===== src/rtl/fl_pkg.sv =====
// rtl/fl_pkg.sv - shared widths, defaults and state encoding for the flash word reader
package fl_pkg;

   localparam int FL_ADDR_W             = 23;
   localparam int FL_DQ_W               = 8;
   localparam int FL_DATA_W             = 2 * FL_DQ_W;
   localparam int FL_CNT_W              = 4;
   localparam int FL_ACCESS_CYCLES_DEF  = 5;

   typedef enum logic [1:0] {
      IDLE    = 2'd0,
      READ_LO = 2'd1,
      READ_HI = 2'd2
   } fl_state_e;

endpackage


===== src/rtl/fl_word_reader.sv =====
// rtl/fl_word_reader.sv - reads one 16-bit word from an 8-bit parallel flash per toggle request
// Optional FL_BYTESWAP_EN: even byte lands in odata[15:8] instead of odata[7:0].
module fl_word_reader
   import fl_pkg::*;
#(
   parameter int ACCESS_CYCLES = FL_ACCESS_CYCLES_DEF
)
(
   input  logic                 iclk,
   input  logic                 ireset,
   input  logic [FL_ADDR_W-1:0] iaddr,
   input  logic                 ireq,
   output logic                 oack,
   output logic [FL_DATA_W-1:0] odata,
   output logic [FL_ADDR_W-1:0] ofl_addr,
   input  logic [FL_DQ_W-1:0]   ifl_dq,
   output logic                 ofl_ce_n,
   output logic                 ofl_oe_n,
   output logic                 ofl_we_n,
   output logic                 ofl_rst_n,
   output logic                 ofl_wp_n
);

   localparam logic [FL_CNT_W-1:0] CNT_LOAD = FL_CNT_W'(ACCESS_CYCLES - 1);

   fl_state_e               state_q, state_d;
   logic [FL_CNT_W-1:0]     cnt_q, cnt_d;
   logic [FL_ADDR_W-2:0]    waddr_q, waddr_d;
   logic [FL_DQ_W-1:0]      byte0_q, byte0_d;
   logic [FL_DATA_W-1:0]    odata_d;
   logic [FL_ADDR_W-1:0]    fl_addr_d;
   logic                    ack_d;
   logic                    ce_n_d;
   logic                    oe_n_d;
   logic                    unused_addr0;

   assign unused_addr0 = iaddr[0];

   // Read-only reader: write and write-protect lines are parked inactive.
   assign ofl_we_n = 1'b1;
   assign ofl_wp_n = 1'b1;

   always_ff @(posedge iclk) begin
      if (ireset) begin
         state_q   <= IDLE;
         cnt_q     <= '0;
         waddr_q   <= '0;
         byte0_q   <= '0;
         odata     <= '0;
         oack      <= 1'b0;
         ofl_addr  <= '0;
         ofl_ce_n  <= 1'b1;
         ofl_oe_n  <= 1'b1;
         ofl_rst_n <= 1'b0;
      end else begin
         state_q   <= state_d;
         cnt_q     <= cnt_d;
         waddr_q   <= waddr_d;
         byte0_q   <= byte0_d;
         odata     <= odata_d;
         oack      <= ack_d;
         ofl_addr  <= fl_addr_d;
         ofl_ce_n  <= ce_n_d;
         ofl_oe_n  <= oe_n_d;
         ofl_rst_n <= 1'b1;
      end
   end

   always_comb begin
      state_d   = state_q;
      cnt_d     = cnt_q;
      waddr_d   = waddr_q;
      byte0_d   = byte0_q;
      odata_d   = odata;
      ack_d     = oack;
      fl_addr_d = ofl_addr;
      ce_n_d    = ofl_ce_n;
      oe_n_d    = ofl_oe_n;

      case (state_q)
         IDLE: begin
            // The flash is still in reset on the first edge after ireset drops.
            if (ofl_rst_n && (ireq != oack)) begin
               waddr_d   = iaddr[FL_ADDR_W-1:1];
               fl_addr_d = {iaddr[FL_ADDR_W-1:1], 1'b0};
               ce_n_d    = 1'b0;
               oe_n_d    = 1'b0;
               cnt_d     = CNT_LOAD;
               state_d   = READ_LO;
            end
         end

         READ_LO: begin
            if (cnt_q != '0) begin
               cnt_d = cnt_q - 1'b1;
            end else begin
               byte0_d   = ifl_dq;
               fl_addr_d = {waddr_q, 1'b1};
               cnt_d     = CNT_LOAD;
               state_d   = READ_HI;
            end
         end

         READ_HI: begin
            if (cnt_q != '0) begin
               cnt_d = cnt_q - 1'b1;
            end else begin
`ifdef FL_BYTESWAP_EN
               odata_d = {byte0_q, ifl_dq};
`else
               odata_d = {ifl_dq, byte0_q};
`endif
               ack_d   = ~oack;
               ce_n_d  = 1'b1;
               oe_n_d  = 1'b1;
               state_d = IDLE;
            end
         end

         default: begin
            ce_n_d  = 1'b1;
            oe_n_d  = 1'b1;
            state_d = IDLE;
         end
      endcase
   end

endmodule


===== config.mk =====
export PLATFORM = sky130hd
export DESIGN_NAME = fl_word_reader
export DESIGN_NICKNAME = d
export VERILOG_FILES = /design/src/rtl/fl_pkg.sv /design/src/rtl/fl_word_reader.sv
export SDC_FILE = /design/constraint.sdc
export NUM_CORES = 1
export LEC_CHECK = 0
export ABC_AREA = 1
export BUFFER_PORTS_ARGS = -buffer_cell sky130_fd_sc_hd__buf_2
export CORE_ASPECT_RATIO = 1.5
export CORE_MARGIN = 10
export CORE_UTILIZATION = 52
export DETAILED_ROUTE_END_ITERATION = 8
export PLACE_DENSITY = 0.77
export REMOVE_ABC_BUFFERS = 1
export SETUP_SLACK_MARGIN = 0.3
export SLEW_MARGIN = 30
export SYNTH_ARGS = -nofsm -noshare
export SYNTH_HDL_FRONTEND = slang
export SYNTH_SLANG_ARGS = --single-unit

===== constraint.sdc =====
create_clock -name iclk -period 1.74 [get_ports iclk]
set_input_delay 0.174 -clock iclk [delete_from_list [all_inputs] [get_ports iclk]]
set_output_delay 0.174 -clock iclk [all_outputs]
set_load 0.01 [all_outputs]

# Word-level counts from Yosys, hierarchy flattened
# Cells that the tools add are included.
[totals] ff_bits=78 in_bits=34 output_inout_bits=45 word_cells=47
[classes] n_addsub=1 n_eq_ne=7 muxes=15 bitwise_logic=3 n_reduce_logical=12
[op_table] operator="23-bit two-way mux" n=2
[op_table] operator="23-bit case mux with 2 select lines" n=1
[op_table] operator="4-bit two-way mux" n=3
[op_table] operator="4-bit case mux with 3 select lines" n=1
[op_table] operator="3-bit AND reduction" n=4
[op_table] operator="2-bit != test, second input constant" n=4
[op_table] operator="2-bit two-way mux" n=3
[op_table] operator="2-bit case mux with 3 select lines" n=1
[op_table] operator="2-bit AND reduction" n=3
[op_table] operator="4-bit nonzero test" n=1
[op_table] operator="4-bit by 1-bit subtractor with 4-bit output, second input constant" n=1
[op_table] operator="1-bit two-way mux" n=3
[op_table] operator="1-bit inverter" n=3
[op_table] operator="1-bit case mux with 3 select lines" n=1
[op_table] operator="3-bit nonzero test" n=1
[op_table] operator="2-bit by 1-bit == test with 1-bit output, second input constant" n=1
[op_table] operator="2-bit == test, second input constant" n=1
[op_table] operator="2-bit zero test" n=1
[op_table] operator="2-bit nonzero test" n=1
[op_table] operator="1-bit logical AND" n=1
[op_table] operator="1-bit != test" n=1

# Depth between registers and ports, before layout
# Gate-level depths: netlist of the first run.
[depth] depth_word=4 depth_mapped=10 depth_no_buf=9

# Worst setup path after synthesis of the first run
# Ideal clock, no wire load.
[synth_timing] kind="reg-to-reg" from="register state_q[1]" to="register ofl_addr[10]" setup_ps=112 arrival_time_ps=1300 t_required_ps=1628 path_slack_ps=327 path_stages_with_launch=10 n_path_buf=2 period_less_slack_ps=1413 cell_sequence="dfxtp_1 -> inv_1 -> ha_1 -> buf_4 -> buf_2 -> nand2_1 -> a21boi_0 -> nand3_1 -> nand2_1 -> nor2_2"
[synth_via] elab_chain_len=3 elab_cells_between_ends=7 cone_classes="eq/ne: 3; mux: 1; reduce/logical: 3"
[synth_rtl] item="start, declared" line_no="fl_word_reader.sv:26" text="fl_state_e state_q, state_d;"
[synth_rtl] item="start signal, assigned" line_no="fl_word_reader.sv:56" text="state_q <= state_d;"
[synth_rtl] item="2-bit by 1-bit == test with 1-bit output or 2-bit zero test (tied branches)" line_no="fl_word_reader.sv:80" text="case (state_q)"
[synth_rtl] item="2-bit != test (no source line) or 2-bit nonzero test (tied branches)"
[synth_rtl] item="3-bit AND reduction (no source line)"
[synth_rtl] item="end signal, assigned" line_no="fl_word_reader.sv:62" text="ofl_addr <= fl_addr_d;"
[synth_rtl] item="end, declared" line_no="fl_word_reader.sv:15" text="output logic [FL_ADDR_W-1:0] ofl_addr,"
# Several ways; a longest one is shown, not always the timed one.
# A chain may end at the register's enable or synchronous reset.

# Worst setup path after layout of the first run
[layout_timing] from="register state_q[1]" to="register ofl_oe_n"
[layout_via] elab_chain_len=3 elab_cells_between_ends=8 cone_classes="eq/ne: 4; mux: 1; bitwise: 1; reduce/logical: 2"
[layout_rtl] item="2-bit == test, or another cell as far along" line_no="fl_word_reader.sv:80"
[layout_rtl] item="2-bit != test (no source line) or 1-bit inverter (tied branches)"
[layout_rtl] item="3-bit AND reduction (no source line)"
[layout_rtl] item="end signal, assigned" line_no="fl_word_reader.sv:64" text="ofl_oe_n <= oe_n_d;"
[layout_rtl] item="end, declared" line_no="fl_word_reader.sv:18" text="output logic ofl_oe_n,"
# Several ways; a longest one is shown, not always the timed one.

==> summary.txt, run 1 <==
STA
  • Setup Skew: 0.0102 ns
  • Setup violators final: 0
  • Final Worst Setup Slack: between 0.2 and 0.3 ns
  • Setup_tns: 0 ns
  • Max frequency: a little under 0.7 GHz
  • Final period util: between 80% and 90%
  • RSZ-0062 raised after global routing: true
  • Max Slew Vio Count: 0
  • Minimum clock period: 1.46 ns
  • Final hold vios: 0

Pwr
  • Static Leak: a little under 2 nW
  • Power density over the cells: slightly above 1000 nW/um^2
  • VDD IR max: approximately 0.57 mV
  • Total Power: 4.58 mW

Synth
  • Unique masters post-synth: 28
  • Synth Warn #: 0
  • Synthesized flop and latch total: 78
  • Synth area leaders: dfxtp_1 (45%), nand2_1 (9.8%), nor2_1 (8.5%)
  • Async set or reset register ratio after synthesis: 0%
  • Synthesized area per cell: around 7.4 um^2
  • Syn Inst Count: ~470
  • Cell taking the most area after synthesis: dfxtp_1
  • Synth Flop Type: dfxtp_1
  • Post-synthesis sequential area ratio: roughly 45%
  • EDFF count, synth: 0
  • Cell Area, Synth: approximately 3500 um^2
  • Post-synth top area share: approximately 45%

Layout
  • Area Growth Syn to Fin: 27.4%
  • Fill count: between 500 and 600
  • Commonest non-fill, non-tap cell in the layout: nand2_1
  • Design area: roughly 4400 um^2
  • Post-Route Utilization: between 60% and 70%
  • Most frequent cells in the layout: nand2_1 (90), buf_2 (75), dfxtp_1 (74)
  • Share of cells above drive strength 1: 33.2%
  • Nets@finish: just under 600

CTS
  • Num CTS Buffers: 9
  • CTS root buf: clkbuf_8
  • Clk_lat worst skew: approximately 0.36 ns
  • CTS tree: yes
  • Clk sinks: about 80
  • Clock-pin transition on the worst setup and hold timing paths: 0.08 ns
  • Deepest clock path buffer count: 2
  • H-Tree Depth: 3
  • Hold_buf cts: 0

Worst setup path
  • Max incr delay on CP: 0.34 ns
  • Family with the most delay on the worst path: simple AND/OR/NAND/NOR gates
  • Slowest cell on the critical path: dfxtp_2
  • CP Launch Type: flop
  • WP data arrival: 1.71 ns
  • Most frequent CP cell: nand2_1
  • Critical path class: flop to flop
  • Worst Path Required: just under 2 ns
  • CP Capture Type: flop
  • RR Endpoint: ofl_oe_n
  • Reg-to-Reg Start: state_q[1]
  • Crit path max fanout: 3
  • Slack of the worst reg-to-reg path: 0.28 ns
  • CP cell instances: buf_4 > ha_1 > inv_1 > nand2_1 > nand2_1 > nand2_1 > o21ai_1 > nand2_1
  • CP Buf/Inv Count: 2
  • Worst r2r path cells: 8

Hold path
  • Worst Hold End: waddr_q[13]
  • Min-Delay Path Depth: 3
  • Hold crit path type: primary input to flop
  • Min-Delay Startpoint: iaddr[14]

GRT
  • First-pass GRT wire length: between 10,000 and 15,000 um
  • Pin count of the biggest net entering global routing: 42
  • Initial antenna violation count: 1
  • Vias in the first global route: 3,111
  • Global route overflow: 0
  • GRT Util Overall: around 16%

Placed design
  • Setup Slack @ Placement: 0.0227 ns
  • DP Area: roughly 3900 um^2
  • Port bufs: 75
  • Final HPWL DP: approximately 5700 um
  • Placer's final routability congestion estimate: between 0.8 and 0.9

Route
  • Vias per inst: between 5 and 6
  • Detailed-route via count: about 3,300
  • Remaining DRCs: 0
  • Final wirelength: ~9000 um
  • DRT iter0 DRCs: 187
  • Wire per inst: 14.1 um
  • Routed Antenna Nets: 0
  • DR pass1 iterations: 5

Die
  • Die ar.: ~10,000 um^2
  • # rows: 36
  • Core area: 6490 um^2
  • Die Width: between 80 and 90 um
  • Initial Util: roughly 54%
  • Number of top-level pins: 79
  • Die height: 120 um

Run
  • Max Cap Violations: 0

Outcome
  • Status: finished, final reports clean
==> power breakdown <==
group	internal, mW	total, mW	switching, mW
logic	0.412	1.03	0.621
clock network	0.850	1.52	0.670
registers	1.94	2.03	0.0853
==> synth_stat cells, types with 2 or more instances <==
cell type and instances:
nand3_2 2, o21ai_0 40, buf_6 3, clkbuf_1 5
nand3_1 28, ha_1 6, nor2_2 20, nand2_1 91
buf_2 13, inv_2 4, nand2_4 2, dfxtp_1 78
inv_1 27, a21oi_1 29, nor2_4 2, buf_4 7
nor2_1 79, a21boi_0 22
==> worst register-to-register path, cell delays in order (launching register included) <==
cell and delay (ns):
dfxtp_2 0.34, buf_4 0.13, ha_1 0.25, inv_1 0.12, nand2_1 0.08, nand2_1 0.11, nand2_1 0.11, o21ai_1 0.16
nand2_1 0.07
==> final cells by class <==
class / count / area, um^2 / area share [%]
Clock buffer: 11 / 141 / 3.19
Timing Repair Buffer: 98 / 603 / 13.6
Sequential cell: 78 / 1570 / 35.4
Clock inverter: 5 / 81.3 / 1.83
Inverter: 32 / 146 / 3.30
Tap cell: 76 / 95.1 / 2.14
Antenna cell: 1 / 2.50 / 0.0564
Timing Repair inverter: 2 / 15.0 / 0.338
Multi-Input combinational cell: 329 / 1780 / 40.2
==> what timing repair did <==
item | CTS | global route
resized for setup | 23 | 53
buffers inserted | 5 | 5
endpoints found under the setup margin | 66 | 57
pin swaps | 4 | 13
cloned | 2 | 2
==> stage by stage <==
stage,hold slack (ns),std cells
6_report,0.0525,632
5_1_grt,0.0582,631
4_1_cts,0.0400,624
3_5_place_dp,0.421,601
3_3_place_gp,0.412,601
2_1_floorplan,0.243,439
==> kinds of logic (layout without fill, tap and decap cells) <==
| group | after synthesis | after routing | share of synthesized area [%] |
|---|---|---|---|
| AOI/OAI and AO/OA | 94 | 94 | 15.5 |
| adders and majority gates | 6 | 6 | 2.16 |
| buffers and inverters | 62 | 148 | 8.66 |
| DFF | 78 | 78 | 44.8 |
| other | 1 | 3 | 0.108 |
| and+or+nand+nor | 227 | 227 | 28.7 |
==> per-layer routing <==
| metal | global-route usage [%] | wire, um | up-vias |
|---|---|---|---|
| met5 | 0 | 0 | - |
| met4 | 6.40 | 209 | 0 |
| met3 | 6.92 | 743 | 20 |
| met2 | 27.5 | 4460 | 104 |
| met1 | 17.1 | 3510 | 1537 |
| li1 | - | - | 1652 |
==> how the worst max path moves through the flow <==
stage,endpoint,startpoint,cells after the start,slack (ns)
after detailed placement,waddr_q[12],state_q[0],7,0.02
after floorplan,ofl_addr[10],state_q[1],8,-0.23
after global placement,waddr_q[12],state_q[0],7,0.10
after CTS,waddr_q[4],oack,7,0.30
final,ofl_oe_n,state_q[1],8,0.28
after global routing,ofl_oe_n,state_q[1],8,0.19
==> flip-flops by register name, summed over array words and instances (netlist names) <==
signal,cells
byte0_q,8
cnt_q,4
oack,1
odata,16
ofl_addr,23
ofl_oe_n,1
ofl_rst_n,1
state_q,2
waddr_q,22
(Power assumes the default switching activity.)
==> run 2, diff against run 1 <==
--- a/config.mk
+++ b/config.mk
@@ -9,9 +9,9 @@
 export BUFFER_PORTS_ARGS = -buffer_cell sky130_fd_sc_hd__buf_2
 export CORE_ASPECT_RATIO = 1.5
 export CORE_MARGIN = 10
-export CORE_UTILIZATION = 52
+export CORE_UTILIZATION = 48
 export DETAILED_ROUTE_END_ITERATION = 8
-export PLACE_DENSITY = 0.77
+export PLACE_DENSITY = 0.75
 export REMOVE_ABC_BUFFERS = 1
 export SETUP_SLACK_MARGIN = 0.3
 export SLEW_MARGIN = 30
==> constraint.sdc (replaced) <==
create_clock -name iclk -period 1.3 [get_ports iclk]
set_input_delay 0.13 -clock iclk [delete_from_list [all_inputs] [get_ports iclk]]
set_output_delay 0.13 -clock iclk [all_outputs]
set_load 0.01 [all_outputs]
==> run 2 against run 1 <==
Net effect:
- the run now ends with negative setup slack left
- combinational power up 76%
- setup slack worse by 0.50 ns
- routed wire length rose by 11%
- first-iteration DRC count grew 9.1%
- non-clock buffer count rose by 31
- critical path depth is 2 higher
- clock skew shrank 0.0016 ns
- design area grew 13%
- utilization grew 2.1 points
- power increased by 35%
- sequential share of layout area shrank 3.3 points
- critical path type unchanged
- largest cell class unchanged
- largest power group unchanged
- highest routed layer unchanged
==> summary.txt, run 2 (synthesized netlist as in run 1, its figures left out) <==
Outcome
  • Status: complete, but fails checks
  • Violated checks: negative setup slack

Worst setup path
  • CP Launch Type: flop
  • Crit path max fanout: 22 (+19)
  • Worst Path Required: 1.55 ns (-0.44 ns)
  • Critical path class: flop to flop
  • WP data arrival: 1.78 ns (+0.07 ns)
  • CP Capture Type: flop

CTS
  • Deepest clock path buffer count: 2 (unchanged)
  • H-Tree Depth: 3 (unchanged)
  • Num CTS Buffers: 9 (unchanged)
  • CTS root buf: clkbuf_8
  • Clk_lat worst skew: 0.36 ns (about the same)
  • Clk sinks: 78 (unchanged)
  • CTS tree: yes
  • Clock-pin transition on the worst setup and hold timing paths: 0.08 ns (about the same)

GRT
  • Global route overflow: 0 (unchanged)
  • Most heavily used metal layer in global routing: met2
  • GRT Util Overall: 16.9% (+0.72 points)
  • Initial antenna violation count: 0 (-1)
  • M1 GR Usage: 18.2% (+1.2 points)
  • First-pass GRT wire length: 15,300 um (+8.4%)
  • Met2 Use GR: 29.0% (+1.5 points)
  • GR met3 Demand/Resource: 5.89% (-1.0 points)
  • Pin count of the biggest net entering global routing: 34 (-19%)
  • Vias in the first global route: 3,363 (+8.1%)

Die
  • Number of top-level pins: 79 (unchanged)
  • # rows: 38 (+5.6%)
  • Core area: 7130 um^2 (+10%)
  • Die Width: 89.5 um (+3.1%)
  • Initial Util: 48.8% (-4.9 points)
  • Die height: 124 um (+3.4%)
  • Die ar.: 11,100 um^2 (+6.7%)

Route
  • DR pass1 iterations: 5 (unchanged)
  • Vias per inst: 5.18 (-1.2%)
  • Detailed-route via count: 3,440 (+3.8%)
  • DRT iter0 DRCs: 204 (+9.1%)
  • Wire per inst: 15.0 um (+6.0%)
  • Final wirelength: 9940 um (+11%)
  • Remaining DRCs: 0 (unchanged)
  • Routed Antenna Nets: 0 (unchanged)

STA
  • Max Slew Vio Count: 0 (unchanged)
  • RSZ-0062 raised after global routing: true
  • Hold slack: 0.0228 ns (-0.0297 ns)
  • Minimum clock period: 1.52 ns (+0.0616 ns)
  • Max frequency: 0.657 GHz (-4.0%)
  • Setup violators final: 69 (+69)
  • Final period util: 117% (+33 points)
  • Final Worst Setup Slack: -0.221 ns (-0.502 ns)
  • Final hold vios: 0 (unchanged)
  • Setup_tns: -8.13 ns (-8.13 ns)
  • Setup Skew: 0.00863 ns (-0.00159 ns)

Layout
  • Multi-input gate area: 1910 um^2 (+7.2%)
  • Number of antenna diodes: 0 (-1)
  • Biggest registers after layout: ofl_addr x23, waddr_q x22, odata x16
  • Commonest non-fill, non-tap cell in the layout: nand2_1
  • Fill count: 537 (unchanged)
  • Nets@finish: 619 (+4.9%)
  • Most frequent cells in the layout: nand2_1 (75), buf_2 (68), nor2_1 (64)
  • Largest register FFs: 23 (unchanged)
  • Sequential cell area: 1610 um^2 (+2.9%)
  • Area Growth Syn to Fin: 44.4%
  • Largest register by flop count: ofl_addr
  • Share of cells above drive strength 1: 46.9% (+14 points)

Hold path
  • Hold crit path type: primary input to flop

Run
  • Max Cap Violations: 0 (unchanged)

Placed design
  • Final HPWL DP: 5970 um (+5.4%)
  • Placer's final routability congestion estimate: 0.882 (+1.0%)
  • Port bufs: 75 (unchanged)

Pwr
  • Switching share of power: 31.8% (+1.8 points)
  • Switching pwr: 1.96 mW (+43%)
  • Total internal power: 4.21 mW (+31%)
  • Total Power: 6.17 mW (+35%)
  • Register share of total power: 44.3% (about the same)
  • Power density over the cells: 1230 nW/um^2 (+19%)
  • VDD IR max: 0.918 mV (+61%)
  • Static Leak: 2.22 nW (+13%)
  • Part of the power in combinational logic: 29.3% (+6.7 points)
  • Clock power share: 26.4% (-6.8 points)
[run 2: path summary, 6_finish.rpt]
kind / startpoint / endpoint / slack, ns / depth (start not counted)
worst max-delay path: state_q[1] / ofl_addr[6] / -0.22 / 10
worst min-delay path: iaddr[12] / waddr_q[11] / 0.02 / 3
worst max register to register: state_q[1] / ofl_addr[6] / -0.22 / 10
worst min register to register: odata[1] / odata[1] / 0.44 / 2
[run 2: worst max-delay path, cell delays in order (launching register included)]
cell      delay (ns)
dfxtp_2         0.36
inv_2           0.06
buf_6           0.12
ha_4            0.17
inv_6           0.08
o21ai_4         0.07
buf_4           0.14
nand2_4         0.09
clkinv_8        0.10
nor2_1          0.18
nor2_2          0.05
[run 2: power by group through the flow]
stage	registers, mW	clock network [mW]	logic (mW)
final	2.73	1.63	1.81
after global placement	2.74	0	1.29
after CTS	2.70	1.67	1.58
after floorplan	2.81	0	0.687
after global routing	2.76	1.80	1.96
after detailed placement	2.75	0	1.32
[run 2: routing by layer]
| layer | vias up | routed length, um |
|---|---|---|
| met1 | 1602 | 3790 |
| met3 | 30 | 550 |
| met2 | 100 | 5300 |
| li1 | 1708 | - |
| met4 | 0 | 293 |
| met5 | - | 0 |
[run 2: final cells by class]
type	instances	share of cell area (%)
well taps	80	1.99
clock inverters	3	0.398
repair buffers	129	21.5
inverters	32	3.09
flip-flops and latches	78	32.1
multi-input cells	329	38.0
clock buffers	13	2.96
[run 2: what timing repair did]
action	4_1_cts	5_1_grt
buffers inserted	5	3
setup endpoints to repair	81	113
gates cloned	3	4
hold buffers	5	0
resized for setup	69	107
pin swaps	8	5
endpoints found under the hold margin	5	0
[run 2: stage by stage]
stage	cell area (um^2)	worst slack [ns]	cells	utilization, %
3_3_place_gp	4130	-0.200	628	57.8
3_5_place_dp	4130	-0.256	628	57.8
6_report	5030	-0.221	664	70.5
5_1_grt	5030	-0.304	664	70.5
2_1_floorplan	3310	-0.665	439	-
4_1_cts	4650	-0.112	657	65.2
